<file path="config.mk">
export PLATFORM = sky130hd
export DESIGN_NAME = cpu_trace_buffer_flat
export DESIGN_NICKNAME = d
export VERILOG_FILES = /design/src/rtl/cpu_trace_buffer_if.sv /design/src/rtl/cpu_trace_buffer.sv /design/src/flat_wrapper.sv
export SDC_FILE = /design/constraint.sdc
export NUM_CORES = 1
export LEC_CHECK = 0
export ABC_CLOCK_PERIOD_IN_PS = 8200
export BUFFER_PORTS_ARGS = -buffer_cell sky130_fd_sc_hd__buf_2
export CORE_ASPECT_RATIO = 1.2
export CORE_UTILIZATION = 49
export DETAILED_ROUTE_END_ITERATION = 12
export PLACE_DENSITY = 0.66
export RECOVER_POWER = 50
export SLEW_MARGIN = 30
export SYNTH_ARGS = -nofsm -noshare
export SYNTH_HDL_FRONTEND = slang
export SYNTH_SLANG_ARGS = --single-unit
</file>
<file path="constraint.sdc">
create_clock -name clk -period 8.2 [get_ports clk]
set_input_delay 0 -clock clk [delete_from_list [all_inputs] [get_ports clk]]
set_output_delay 0 -clock clk [all_outputs]
set_load 0.02 [all_outputs]
</file>
<file path="src/rtl/cpu_trace_buffer_if.sv">
// Host-side bundle for cpu_trace_buffer: trigger setup, control pulses, FWFT drain port and status.
// The master modport is the debug host; the slave modport is the trace buffer.
interface cpu_trace_buffer_if #(
    parameter int unsigned DEPTH = 16,
    parameter int unsigned WIDTH = 32
);
    localparam int unsigned CW = $clog2(DEPTH) + 1;

    logic [WIDTH-1:0] op_in;
    logic             arm;
    logic             clear;
    logic [WIDTH-1:0] trig_value;
    logic [WIDTH-1:0] trig_mask;
    logic [WIDTH-1:0] out_data;
    logic             out_valid;
    logic             out_ready;
    logic [CW-1:0]    count;
    logic [1:0]       state;
    logic             overflow;

    modport master (
        output op_in, arm, clear, trig_value, trig_mask, out_ready,
        input  out_data, out_valid, count, state, overflow
    );

    modport slave (
        input  op_in, arm, clear, trig_value, trig_mask, out_ready,
        output out_data, out_valid, count, state, overflow
    );
endinterface

</file>
<file path="src/rtl/cpu_trace_buffer.sv">
// Triggered capture FIFO for the CPU op bus, drained through a first-word-fall-through port.
// Define TRACE_CHANGE_ONLY_EN to store only words that differ from the previous cycle's op_in.
module cpu_trace_buffer #(
    parameter int unsigned DEPTH = 16,
    parameter int unsigned WIDTH = 32
) (
    input logic               clk,
    input logic               reset,
    cpu_trace_buffer_if.slave trace_if
);
    localparam int unsigned PW = $clog2(DEPTH);
    localparam int unsigned CW = PW + 1;

    typedef enum logic [1:0] {
        StIdle    = 2'd0,
        StArmed   = 2'd1,
        StCapture = 2'd2,
        StDone    = 2'd3
    } state_e;

    state_e           state_q, state_d;
    logic [WIDTH-1:0] mem_q [DEPTH];
    logic [PW-1:0]    wr_ptr_q, wr_ptr_d;
    logic [PW-1:0]    rd_ptr_q, rd_ptr_d;
    logic [CW-1:0]    count_q, count_d;
    logic             overflow_q, overflow_d;
    logic             hit, full, pop, want_push, push, changed;

`ifdef TRACE_CHANGE_ONLY_EN
    logic [WIDTH-1:0] prev_q;

    always_ff @(posedge clk) begin
        if (reset) begin
            prev_q <= '0;
        end else begin
            prev_q <= trace_if.op_in;
        end
    end

    assign changed = (trace_if.op_in != prev_q);
`else
    assign changed = 1'b1;
`endif

    assign hit  = ((trace_if.op_in ^ trace_if.trig_value) & trace_if.trig_mask) == '0;
    assign full = (count_q == CW'(DEPTH));
    assign pop  = (count_q != '0) && trace_if.out_ready;

    always_comb begin
        state_d    = state_q;
        overflow_d = overflow_q;
        want_push  = 1'b0;
        push       = 1'b0;
        wr_ptr_d   = wr_ptr_q;
        rd_ptr_d   = rd_ptr_q;
        count_d    = count_q;

        unique case (state_q)
            StIdle: begin
                if (trace_if.arm) state_d = StArmed;
            end
            StArmed: begin
                if (hit) begin
                    want_push = 1'b1;
                    state_d   = StCapture;
                end
            end
            StCapture: begin
                want_push = changed;
            end
            StDone: begin
                if (trace_if.arm) state_d = StArmed;
            end
        endcase

        // A pop in the same cycle frees the slot the push needs.
        push = want_push && (!full || pop);
        if (want_push && !push) begin
            overflow_d = 1'b1;
            state_d    = StDone;
        end

        if (push) wr_ptr_d = wr_ptr_q + PW'(1);
        if (pop)  rd_ptr_d = rd_ptr_q + PW'(1);
        if (push && !pop) begin
            count_d = count_q + CW'(1);
        end else if (pop && !push) begin
            count_d = count_q - CW'(1);
        end

        if (trace_if.clear) begin
            state_d    = StIdle;
            overflow_d = 1'b0;
            push       = 1'b0;
            wr_ptr_d   = '0;
            rd_ptr_d   = '0;
            count_d    = '0;
        end
    end

    always_ff @(posedge clk) begin
        if (reset) begin
            state_q    <= StIdle;
            overflow_q <= 1'b0;
            wr_ptr_q   <= '0;
            rd_ptr_q   <= '0;
            count_q    <= '0;
            for (int i = 0; i < int'(DEPTH); i++) begin
                mem_q[i] <= '0;
            end
        end else begin
            state_q    <= state_d;
            overflow_q <= overflow_d;
            wr_ptr_q   <= wr_ptr_d;
            rd_ptr_q   <= rd_ptr_d;
            count_q    <= count_d;
            if (push) mem_q[wr_ptr_q] <= trace_if.op_in;
        end
    end

    assign trace_if.out_data  = mem_q[rd_ptr_q];
    assign trace_if.out_valid = (count_q != '0);
    assign trace_if.count     = count_q;
    assign trace_if.state     = state_q;
    assign trace_if.overflow  = overflow_q;
endmodule

</file>
<file path="src/flat_wrapper.sv">
// flat-port wrapper written by rule: the top's interface ports become plain ports
module cpu_trace_buffer_flat 
#(
    parameter int unsigned DEPTH = 16,
    parameter int unsigned WIDTH = 32
)
  (clk, reset, trace_if_op_in, trace_if_arm, trace_if_clear, trace_if_trig_value, trace_if_trig_mask, trace_if_out_ready, trace_if_out_data, trace_if_out_valid, trace_if_count, trace_if_state, trace_if_overflow);
  cpu_trace_buffer_if #(.DEPTH(DEPTH), .WIDTH(WIDTH)) trace_if_i ();
  input logic clk;
  input logic reset;
  input wire logic [$bits(trace_if_i.op_in)-1:0] trace_if_op_in;
  input wire logic [$bits(trace_if_i.arm)-1:0] trace_if_arm;
  input wire logic [$bits(trace_if_i.clear)-1:0] trace_if_clear;
  input wire logic [$bits(trace_if_i.trig_value)-1:0] trace_if_trig_value;
  input wire logic [$bits(trace_if_i.trig_mask)-1:0] trace_if_trig_mask;
  input wire logic [$bits(trace_if_i.out_ready)-1:0] trace_if_out_ready;
  output wire logic [$bits(trace_if_i.out_data)-1:0] trace_if_out_data;
  output wire logic [$bits(trace_if_i.out_valid)-1:0] trace_if_out_valid;
  output wire logic [$bits(trace_if_i.count)-1:0] trace_if_count;
  output wire logic [$bits(trace_if_i.state)-1:0] trace_if_state;
  output wire logic [$bits(trace_if_i.overflow)-1:0] trace_if_overflow;
  assign trace_if_i.op_in = trace_if_op_in;
  assign trace_if_i.arm = trace_if_arm;
  assign trace_if_i.clear = trace_if_clear;
  assign trace_if_i.trig_value = trace_if_trig_value;
  assign trace_if_i.trig_mask = trace_if_trig_mask;
  assign trace_if_i.out_ready = trace_if_out_ready;
  assign trace_if_out_data = trace_if_i.out_data;
  assign trace_if_out_valid = trace_if_i.out_valid;
  assign trace_if_count = trace_if_i.count;
  assign trace_if_state = trace_if_i.state;
  assign trace_if_overflow = trace_if_i.overflow;
  cpu_trace_buffer #(.DEPTH(DEPTH), .WIDTH(WIDTH)) u_core (.clk(clk), .reset(reset), .trace_if(trace_if_i));
endmodule
</file>
==> results of run 1 <==
power breakdown:
group | switching (W) | leakage, nW | internal (W) | total (W)
Clock | 0.000999 | 0.763 | 0.00124 | 0.00224
Combinational | 0.000203 | 2.40 | 0.000113 | 0.000315
Sequential | 0.0000334 | 5.15 | 0.00309 | 0.00312
Total | 0.00124 | 8.32 | 0.00444 | 0.00568
metrics by stage:
stage | hold WS, ns | total power (W) | utilization, %
final | 0.137 | 0.00568 | 56.5
after global routing | 0.157 | 0.00581 | 56.5
after CTS | 0.0920 | 0.00569 | 56.7
after detailed placement | 0.420 | 0.00348 | 52.6
after global placement | 0.387 | 0.00347 | 52.6
after floorplan | 0.211 | 0.00332 | -
layer usage:
layer  part of all wire [%]  wire [um]  GRT usage (%)  up-vias
li1                       -          -              -     6260
met1                     37      25100           38.0     7579
met2                     50      33500           46.5      843
met3                     11       7110           4.88      130
met4                    2.7       1850           8.31        2
met5                  0.018         12              0        -
flip-flops by register name, indices dropped and copies added (netlist names), named ones only:
name / flops
u_core.mem_q: 512
u_core.rd_ptr_q: 4
u_core.trace_if.count: 5
u_core.trace_if.overflow: 1
u_core.trace_if.state: 2
u_core.wr_ptr_q: 4
final timing paths:
check                           start                   to  slack, ns  cells past startpoint
max                trace_if_op_in[17]   u_core.mem_q[2][8]       2.17                     11
min                             reset   u_core.wr_ptr_q[3]       0.14                      4
max reg2reg  u_core.trace_if.count[0]  u_core.mem_q[6][16]       2.81                      7
min reg2reg        u_core.rd_ptr_q[1]            flip-flop       0.53                      2
worst reg2reg max path, cell delays in order (launching register included):
cell and delay [ns]:
dfxtp_1 0.35, or4_1 0.55, nor3b_1 0.40, nor2_1 0.20
nand4b_1 0.17, clkbuf_1 1.59, clkbuf_2 1.61, nor2_1 0.20
placed cells by master, fill, tap and decap left out, types with 7 or more instances in the layout:
master,instances
a21oi_1,12
a22oi_1,16
buf_2,105
buf_4,24
clkbuf_1,59
clkbuf_16,53
clkinv_1,9
clkinv_2,12
dfxtp_1,17
dlygate4sd3_1,38
edfxtp_1,512
ha_1,12
inv_1,11
mux4_2,160
nand2_1,135
nand4_1,7
nor2_1,528
xor2_1,37
final cells by class:
cell class / instances / area, sq um
antenna: 1 / 2.50
clock buffer: 70 / 1390
clock inverter: 23 / 154
fill: 3909 / 20600
inverter: 11 / 41.3
multi-input combinational: 963 / 7240
sequential: 532 / 15800
tap: 623 / 779
timing repair buffer: 213 / 1300
cells by family (layout without fill, tap and decap cells):
logic type / count (synthesis) / count (layout)
AOI/OAI and AO/OA: 58 / 58
adders and majority gates: 13 / 13
and+or+nand+nor: 693 / 693
other: 0 / 1
DFF: 532 / 532
buffers and inverters: 127 / 317
muxes: 160 / 160
xor gates and xnor gates: 39 / 39
cell usage after synthesis, drive strengths merged:
cell	count
nand4b	2
nor2	528
or4	3
o21ai	4
or2	3
o211ai	1
nand4	7
a21oi	12
or3	2
o221ai	1
o21bai	1
edfxtp	512
clkbuf	88
a31o	8
and3	1
ha	12
a22oi	16
a21o	3
fa	1
xnor2	2
a21boi	1
a211oi	1
o221a	1
inv	11
and2	5
o21a	1
nor2b	1
nor4	2
mux4	160
dfxtp	20
nand3	2
buf	28
a41o	8
nor3b	1
nor3	1
nand2	135
xor2	37
timing repair:
action / in CTS / in global routing
setup buffers: 0 / 0
endpoints found under the hold margin: 528 / 0
hold buffers: 38 / 0
==> flow_metrics.py, run 1 <==
metrics = {
    "setup_path": {
        "worst_setup_path_end_kind": "flip-flop",
        "criticalPathCategory": "input pin to flip-flop",
        "crit_fanout": 53,
        "crit_arrival_ns": 6.45,
        "required_ns": 8.62,
        "startpoint_type": "input pin",
        "critPathSlowestCell": "clkbuf_1",
        "crit_buf_inv": 4,
        "max_stage_delay_ns": 1.15,
        "cp_cell_sequence": "dlygate4sd3_1 > clkbuf_1 > xor2_1 > a22oi_1 > nand4_1 > nor4_1 > a21oi_1 > or4_1 > clkbuf_1 > buf_12 > nor2_1",
        "critPathMostFrequentCell": "clkbuf_1",
        "path_delay_family": "simple AND/OR/NAND/NOR gates",
    },
    "clock_tree": {
        "clk_pin_slew_worst_paths_ns": 0.07,
        "htreeDepth": 2,
        "clock_latency_ns": 0.58,
        "cts_resized": 0,
        "cts_buffers": 52,
        "cts_tree": "done",
        "clock-sinks": 532,
        "clock-root-buffer": "clkbuf_16",
        "clockBufferDepth": 3,
    },
    "drt": {
        "vias": 14800,
        "dr.pass1.iters": 5,
        "wire_per_inst_um": 27.7,
        "drt_iter0_drc": 1712,
        "ant_nets": 0,
        "drt_wl_total_um": 67500,
        "drc": 0,
        "vias_per_cell": 6.08,
    },
    "yosys": {
        "synth_compound_area_share_pct": 1.84,
        "yosys.area_share.xor_xnor_pct": 1.45,
        "synth_area_leaders": "edfxtp_1 (65%), mux4_2 (15%), nor2_1 (8.4%)",
        "synth_area_sq_mm": 0.0235,
        "synth_top_cell_area_share_pct": 65.3,
        "yosys_warnings": 0,
        "synth.distinct_cells": 43,
        "ys_ff_latch": 532,
        "synth_top_family_by_area": "multiplexers",
        "synth.area.mux_share_pct": 15.3,
        "ys_seq_area_share_pct": 67.0,
        "synth_cells": 1622,
        "syn-num-nets": 1736,
        "synthSimpleGateAreaFrac_pct": 11.5,
        "synth_fa_ha_area_share_pct": 0.723,
        "yosysTopAreaCell": "edfxtp_1",
        "avgSynthCellArea_sq_um": 14.5,
    },
    "floorplan": {
        "dieArea_sq_mm": 0.0489,
        "io_pins": 142,
        "fp.dieW_um": 202,
        "die_h_um": 242,
        "core_area_sq_mm": 0.0472,
        "num_rows": 87,
        "initial_utilization_pct": 49.8,
    },
    "min_path": {
        "hp-class": "input pin to flip-flop",
    },
    "power": {
        "vdd_drop_max_v": 0.000129,
        "p_per_area_mw_per_mm2": 213,
        "leakagePower_nw": 8.32,
    },
    "place": {
        "place.gp.congestion": 0.783,
        "place.port_buffers": 141,
        "placed_area_sq_mm": 0.0249,
        "dp_cells": 2303,
        "place_worst_setup_slack_ns": 3.79,
        "dp_hpwl_um": 37600,
    },
    "sta": {
        "drv_slew": 384,
        "post-route-period-util_pct": 73.5,
        "skew_ns": 0.0169,
        "relSlewSlack_pct": -119,
        "period_needed_ns": 6.03,
        "fin_ws_ns": 2.17,
        "fmax_mhz": 166,
        "tns_ns": 0,
        "worstMarginPinSlew_ns": 3.28,
        "setup_viol": 0,
        "grt_setup_unrepaired": "no",
        "finalHoldViolCount": 0,
    },
    "global_routing": {
        "grtUsageTotal_pct": 28.0,
        "grt_pass1_wl_um": 97900,
        "grt_pass1_vias": 15200,
        "grt_overflow": 0,
        "grt_max_degree": 94,
        "antenna_found_initial": 2,
    },
    "cells_and_area": {
        "fin_area_sq_mm": 0.0267,
        "syn_to_final_growth_pct": 13.4,
        "nets": 1887,
        "drive_gt1_share_pct": 20.9,
        "fin_cells": 2436,
    },
    "status": {
        "violations": "max-capacitance violations, max-slew violations",
        "outcome": "finished, violations left",
    },
    "job": {
        "cap_violations": 7,
    },
}
Power figures use the tool's default switching activity.
==> inputs of run 2 (changes only) <==
ABC_CLOCK_PERIOD_IN_PS = 6100   (was 8200)
clock period = 6.1 ns   (was 8.2 ns; I/O delays follow)
==> run 2 against run 1 <==
The run still ends with max-capacitance violations, max-slew violations left. Combinational power up 35%. Final area up 0.78%. Count of clock-buffer cells in the layout down 11. Setup slack worse by 1.3 ns. Worst hold slack worse by 0.0020 ns. Non-clock buffer count down 3. Sequential share of layout area down 0.46 points. Critical endpoint is now u_core.mem_q[2][15]. Highest routed layer unchanged.
==> flow_metrics.py, run 2 (synthesized netlist as in run 1, its figures left out) <==
metrics = {
    "floorplan": {
        "fp.dieW_um": 202,
        "io_pins": 142,
        "die_h_um": 242,
        "core_area_sq_mm": 0.0472,
        "num_rows": 87,
        "initial_utilization_pct": 49.8,
        "dieArea_sq_mm": 0.0489,
    },
    "sta": {
        "drv_slew": 202,
        "grt_setup_unrepaired": "no",
        "fin_ws_ns": 0.906,
        "skew_ns": 0.0126,
        "finalHoldViolCount": 0,
        "fmax_mhz": 193,
        "period_needed_ns": 5.19,
        "holdWs_ns": 0.135,
        "post-route-period-util_pct": 85.1,
        "relSlewSlack_pct": -90.8,
        "worstMarginPinSlew_ns": 2.86,
        "setup_viol": 0,
        "tns_ns": 0,
    },
    "global_routing": {
        "grt_pass1_vias": 14900,
        "grtUsageTotal_pct": 27.7,
        "grtUsageMet1_pct": 38.2,
        "grt_overflow": 0,
        "grt_use_met3_pct": 6.24,
        "grt_pass1_wl_um": 97500,
        "met2_usage_pct": 43.7,
        "grt.busiest_layer": "met2",
        "antenna_found_initial": 3,
        "grt_max_degree": 129,
    },
    "cells_and_area": {
        "multiInputGateArea_sq_mm": 0.00725,
        "final_cell_mix": "nor2_1 (528), edfxtp_1 (512), mux4_2 (160)",
        "top_register": "u_core.mem_q",
        "layout.filler_cells": 3856,
        "nets": 1885,
        "regArea_sq_mm": 0.0158,
        "syn_to_final_growth_pct": 14.3,
        "final_common_cell": "nor2_1",
        "largest_register_ffs": 512,
        "drive_gt1_share_pct": 22.1,
    },
    "min_path": {
        "hp-class": "input pin to flip-flop",
        "min_to": "u_core.wr_ptr_q[3]",
        "hp-start": "reset",
        "holdPathStages": 4,
    },
    "clock_tree": {
        "clock_latency_ns": 0.57,
        "htreeDepth": 2,
        "clockBufferDepth": 3,
        "cts_tree": "done",
        "clock-root-buffer": "clkbuf_16",
        "clock-sinks": 532,
        "cts_buffers": 53,
        "clk_pin_slew_worst_paths_ns": 0.06,
    },
    "job": {
        "cap_violations": 4,
    },
    "drt": {
        "drt_wl_total_um": 67200,
        "vias": 14800,
        "dr.pass1.iters": 6,
        "vias_per_cell": 6.08,
        "wire_per_inst_um": 27.6,
        "drc": 0,
        "drt_iter0_drc": 1862,
        "ant_nets": 0,
    },
    "place": {
        "place_worst_setup_slack_ns": 1.87,
        "place.port_buffers": 141,
        "dp_hpwl_um": 38600,
        "place.gp.congestion": 0.826,
    },
    "setup_path": {
        "crit_buf_inv": 3,
        "reg2reg_to": "u_core.mem_q[8][31]",
        "rr_startpoint": "u_core.trace_if.count[0]",
        "reg2regPathDepth": 6,
        "critPathSlowestCell": "nor4_1",
        "required_ns": 6.32,
        "r2r_setup_slack_ns": 1.78,
        "worst_setup_path_end_kind": "flip-flop",
        "path_delay_family": "simple AND/OR/NAND/NOR gates",
        "startpoint": "trace_if_op_in[7]",
        "crit_fanout": 17,
        "crit_arrival_ns": 5.42,
        "criticalPathCategory": "input pin to flip-flop",
        "cp_cell_sequence": "dlygate4sd3_1 > clkbuf_1 > xor2_1 > a22oi_1 > nand4_1 > nor4_1 > a21oi_1 > nor3_1 > a31o_2 > buf_4",
        "max_stage_delay_ns": 1.03,
        "startpoint_type": "input pin",
    },
    "power": {
        "leakagePower_nw": 8.45,
        "p_per_area_mw_per_mm2": 292,
        "vdd_drop_max_v": 0.000180,
    },
    "status": {
        "outcome": "finished, violations left",
        "violations": "max-capacitance violations, max-slew violations",
    },
}
[run 2: power by group]
part	total, W	internal [W]	switching [W]	leakage [nW]
Combinational	0.000424	0.000153	0.000272	2.43
Clock	0.00325	0.00188	0.00137	0.837
Sequential	0.00419	0.00414	0.0000443	5.18
Total	0.00787	0.00617	0.00169	8.45
[run 2: layout make-up]
class                           instances  share of cell area (%)
Tap cell                              623                    2.90
Antenna cell                            1                 0.00930
Multi-Input combinational cell        963                    27.0
Clock buffer                           59                    5.02
Inverter                               11                   0.154
Clock inverter                         36                    1.30
Timing Repair Buffer                  210                    4.99
Sequential cell                       532                    58.7
[run 2: how the worst max path moves through the flow]
stage	end	slack, ns	depth (start not counted)
after CTS	u_core.mem_q[2][30]	1.93	10
after global routing	u_core.trace_if.count[4]	0.91	16
final	u_core.mem_q[2][15]	0.91	10
after floorplan	u_core.trace_if.count[4]	2.83	13
after detailed placement	u_core.mem_q[2][1]	1.87	9
after global placement	u_core.mem_q[8][22]	2.01	9
[run 2: repair_timing]
action,4_1_cts,5_1_grt
hold buffers,38,0
buffers inserted,0,0
endpoints found under the hold margin,523,0
gates resized for setup,0,0
[run 2: per-layer routing]
metal,wire (um),share of wire (%)
met5,39,0.058
met4,2180,3.2
met3,7170,11
met2,31900,47
met1,26000,39
[run 2: stage by stage]
stage               power, W  utilization (%)  area, sq um  std cells
floorplan            0.00445                -        23500       1622
global route         0.00805             56.9        26900       2434
detailed placement   0.00467             52.6        24900       2300
global placement     0.00466             52.6        24900       2300
finish               0.00787             56.9        26900       2435
CTS                  0.00790             57.0        26900       2433
[run 2: worst register-to-register path: cells and delay by family (launching register included)]
family	cells	cell delay, ns
flip-flops	1	0.35
buffers and inverters	1	2.04
AND/OR/NAND/NOR	5	1.57
==> inputs of run 3 (changes only) <==
RECOVER_POWER = not set   (was 50)
==> run 3 against run 2 <==
The run now ends clean. Via count about the same. Cell count about the same. Worst hold slack lost 0.0096 ns. Critical path depth did not move. Final area up 0.27%. Clock power about the same. Utilization rose by 0.15 points. Setup slack gained 0.92 ns. Power about the same. Wire length about the same. Clock skew is 0.0015 ns higher. Highest routed layer unchanged.
==> flow_metrics.py, run 3 (synthesized netlist as in run 1, its figures left out) <==
metrics = {
    "cells_and_area": {
        "final_common_cell": "nor2_1",
        "antenna_cells": 0,
        "top_register": "u_core.mem_q",
        "drive_gt1_share_pct": 24.3,
        "largest_register_ffs": 512,
        "final_cell_mix": "nor2_1 (528), edfxtp_1 (512), mux4_2 (160)",
        "nets": 1885,
        "syn_to_final_growth_pct": 14.6,
    },
    "floorplan": {
        "fp.dieW_um": 202,
        "num_rows": 87,
        "core_area_sq_mm": 0.0472,
        "dieArea_sq_mm": 0.0489,
        "io_pins": 142,
        "initial_utilization_pct": 49.8,
        "die_h_um": 242,
    },
    "setup_path": {
        "criticalPathCategory": "input pin to flip-flop",
        "startpoint": "trace_if_op_in[7]",
        "worst_setup_path_end_kind": "flip-flop",
        "crit_buf_inv": 3,
        "startpoint_type": "input pin",
        "max_stage_delay_ns": 0.79,
        "required_ns": 6.32,
        "crit_fanout": 17,
        "critPathCapture": "u_core.mem_q[3][14]",
        "path_delay_family": "simple AND/OR/NAND/NOR gates",
        "cp_cell_sequence": "dlygate4sd3_1 > buf_2 > xor2_1 > a22oi_1 > nand4_1 > nor4_4 > a21oi_2 > nor3_1 > a31o_2 > buf_4",
        "reg2regPathDepth": 6,
        "crit_arrival_ns": 4.50,
        "r2r_setup_slack_ns": 2.55,
        "rr_startpoint": "u_core.trace_if.state[0]",
        "cp_num_cells": 10,
        "reg2reg_to": "u_core.mem_q[3][14]",
        "critPathSlowestCell": "a31o_2",
    },
    "clock_tree": {
        "cts_setup_buffers": 0,
        "cts_buffers": 53,
        "clock-sinks": 532,
        "clock_latency_ns": 0.57,
        "clock-root-buffer": "clkbuf_16",
        "clockBufferDepth": 3,
        "htreeDepth": 2,
        "cts_tree": "done",
        "clk_pin_slew_worst_paths_ns": 0.06,
    },
    "global_routing": {
        "grt_overflow": 0,
        "grt_pass1_vias": 14900,
        "grt_pass1_wl_um": 97500,
        "antenna_found_initial": 3,
        "grtUsageTotal_pct": 27.7,
        "grt_max_degree": 129,
    },
    "drt": {
        "drt_wl_total_um": 67200,
        "ant_nets": 0,
        "drc": 0,
        "drt_iter0_drc": 1891,
        "vias_per_cell": 6.08,
        "vias": 14800,
        "wire_per_inst_um": 27.6,
        "dr.pass1.iters": 5,
    },
    "place": {
        "place.gp.congestion": 0.826,
        "dp_hpwl_um": 38600,
        "place.port_buffers": 141,
    },
    "sta": {
        "period_needed_ns": 4.28,
        "setup_viol": 0,
        "drv_slew": 0,
        "tns_ns": 0,
        "holdWs_ns": 0.125,
        "worstMarginPinSlew_ns": 1.05,
        "finalHoldViolCount": 0,
        "fmax_mhz": 234,
        "grt_setup_unrepaired": "no",
        "skew_ns": 0.0141,
        "relSlewSlack_pct": 29.9,
        "post-route-period-util_pct": 70.1,
    },
    "power": {
        "p_per_area_mw_per_mm2": 292,
        "vdd_drop_max_v": 0.000183,
        "leakagePower_nw": 8.58,
    },
    "min_path": {
        "hp-start": "reset",
        "hp-class": "input pin to flip-flop",
    },
    "job": {
        "cap_violations": 0,
    },
    "status": {
        "outcome": "finished clean",
    },
}
## run 3: cell count changes in the layout (fill, tap and decap cells not counted), sizes merged
| cell | change |
|---|---|
| buf | +34 |
| clkbuf | -34 |
| diode | -1 |
## run 3: layout make-up
type                            instances  area, sq um
Fill cell                            3840        20300
Sequential cell                       532        15800
Multi-Input combinational cell        963         7270
Timing Repair Buffer                  210         1390
Clock buffer                           59         1350
Tap cell                              623          779
Clock inverter                         36          349
Inverter                               11         41.3
## run 3: worst min-delay path: cells and delay by family
family / cells / cell delay, ns
buf+inv: 1 / 0.29
simple gates: 2 / 0.25
compound gates: 1 / 0.12
## run 3: per-layer routing
metal	track usage [%]	vias to the layer above	share of wire, %
li1	-	6273	-
met1	38.2	7528	38
met2	43.7	854	48
met3	6.24	140	11
met4	9.56	6	3.1
met5	0	-	0.058
## run 3: power breakdown
group	leakage (nW)	internal [W]	switching (W)
combinational	2.56	0.000155	0.000273
clock	0.837	0.00188	0.00138
sequential	5.18	0.00414	0.0000440
total	8.58	0.00618	0.00170
## run 3: how the worst min path moves through the flow
stage	endpoint	slack (ns)	cells after the start
detailed placement	u_core.trace_if.state[1]	0.41	4
global route	u_core.wr_ptr_q[3]	0.15	4
finish	u_core.wr_ptr_q[3]	0.13	4
global placement	u_core.trace_if.state[1]	0.38	4
CTS	u_core.wr_ptr_q[3]	0.09	4
floorplan	u_core.trace_if.overflow	0.21	2
## run 3: metrics by stage
stage / util (%) / setup slack, ns / instances / cell area (sq um) / power [W]
detailed placement: 52.6 / 1.87 / 2300 / 24900 / 0.00467
global placement: 52.6 / 2.01 / 2300 / 24900 / 0.00466
floorplan: - / 2.83 / 1622 / 23500 / 0.00445
CTS: 57.0 / 1.93 / 2433 / 26900 / 0.00790
global route: 57.1 / 1.74 / 2434 / 27000 / 0.00806
finish: 57.1 / 1.82 / 2434 / 27000 / 0.00787
## run 3: timing repair
item	4_1_cts	5_1_grt
resized for setup	0	0
hold buffers	38	0
hold endpoints to repair	523	0
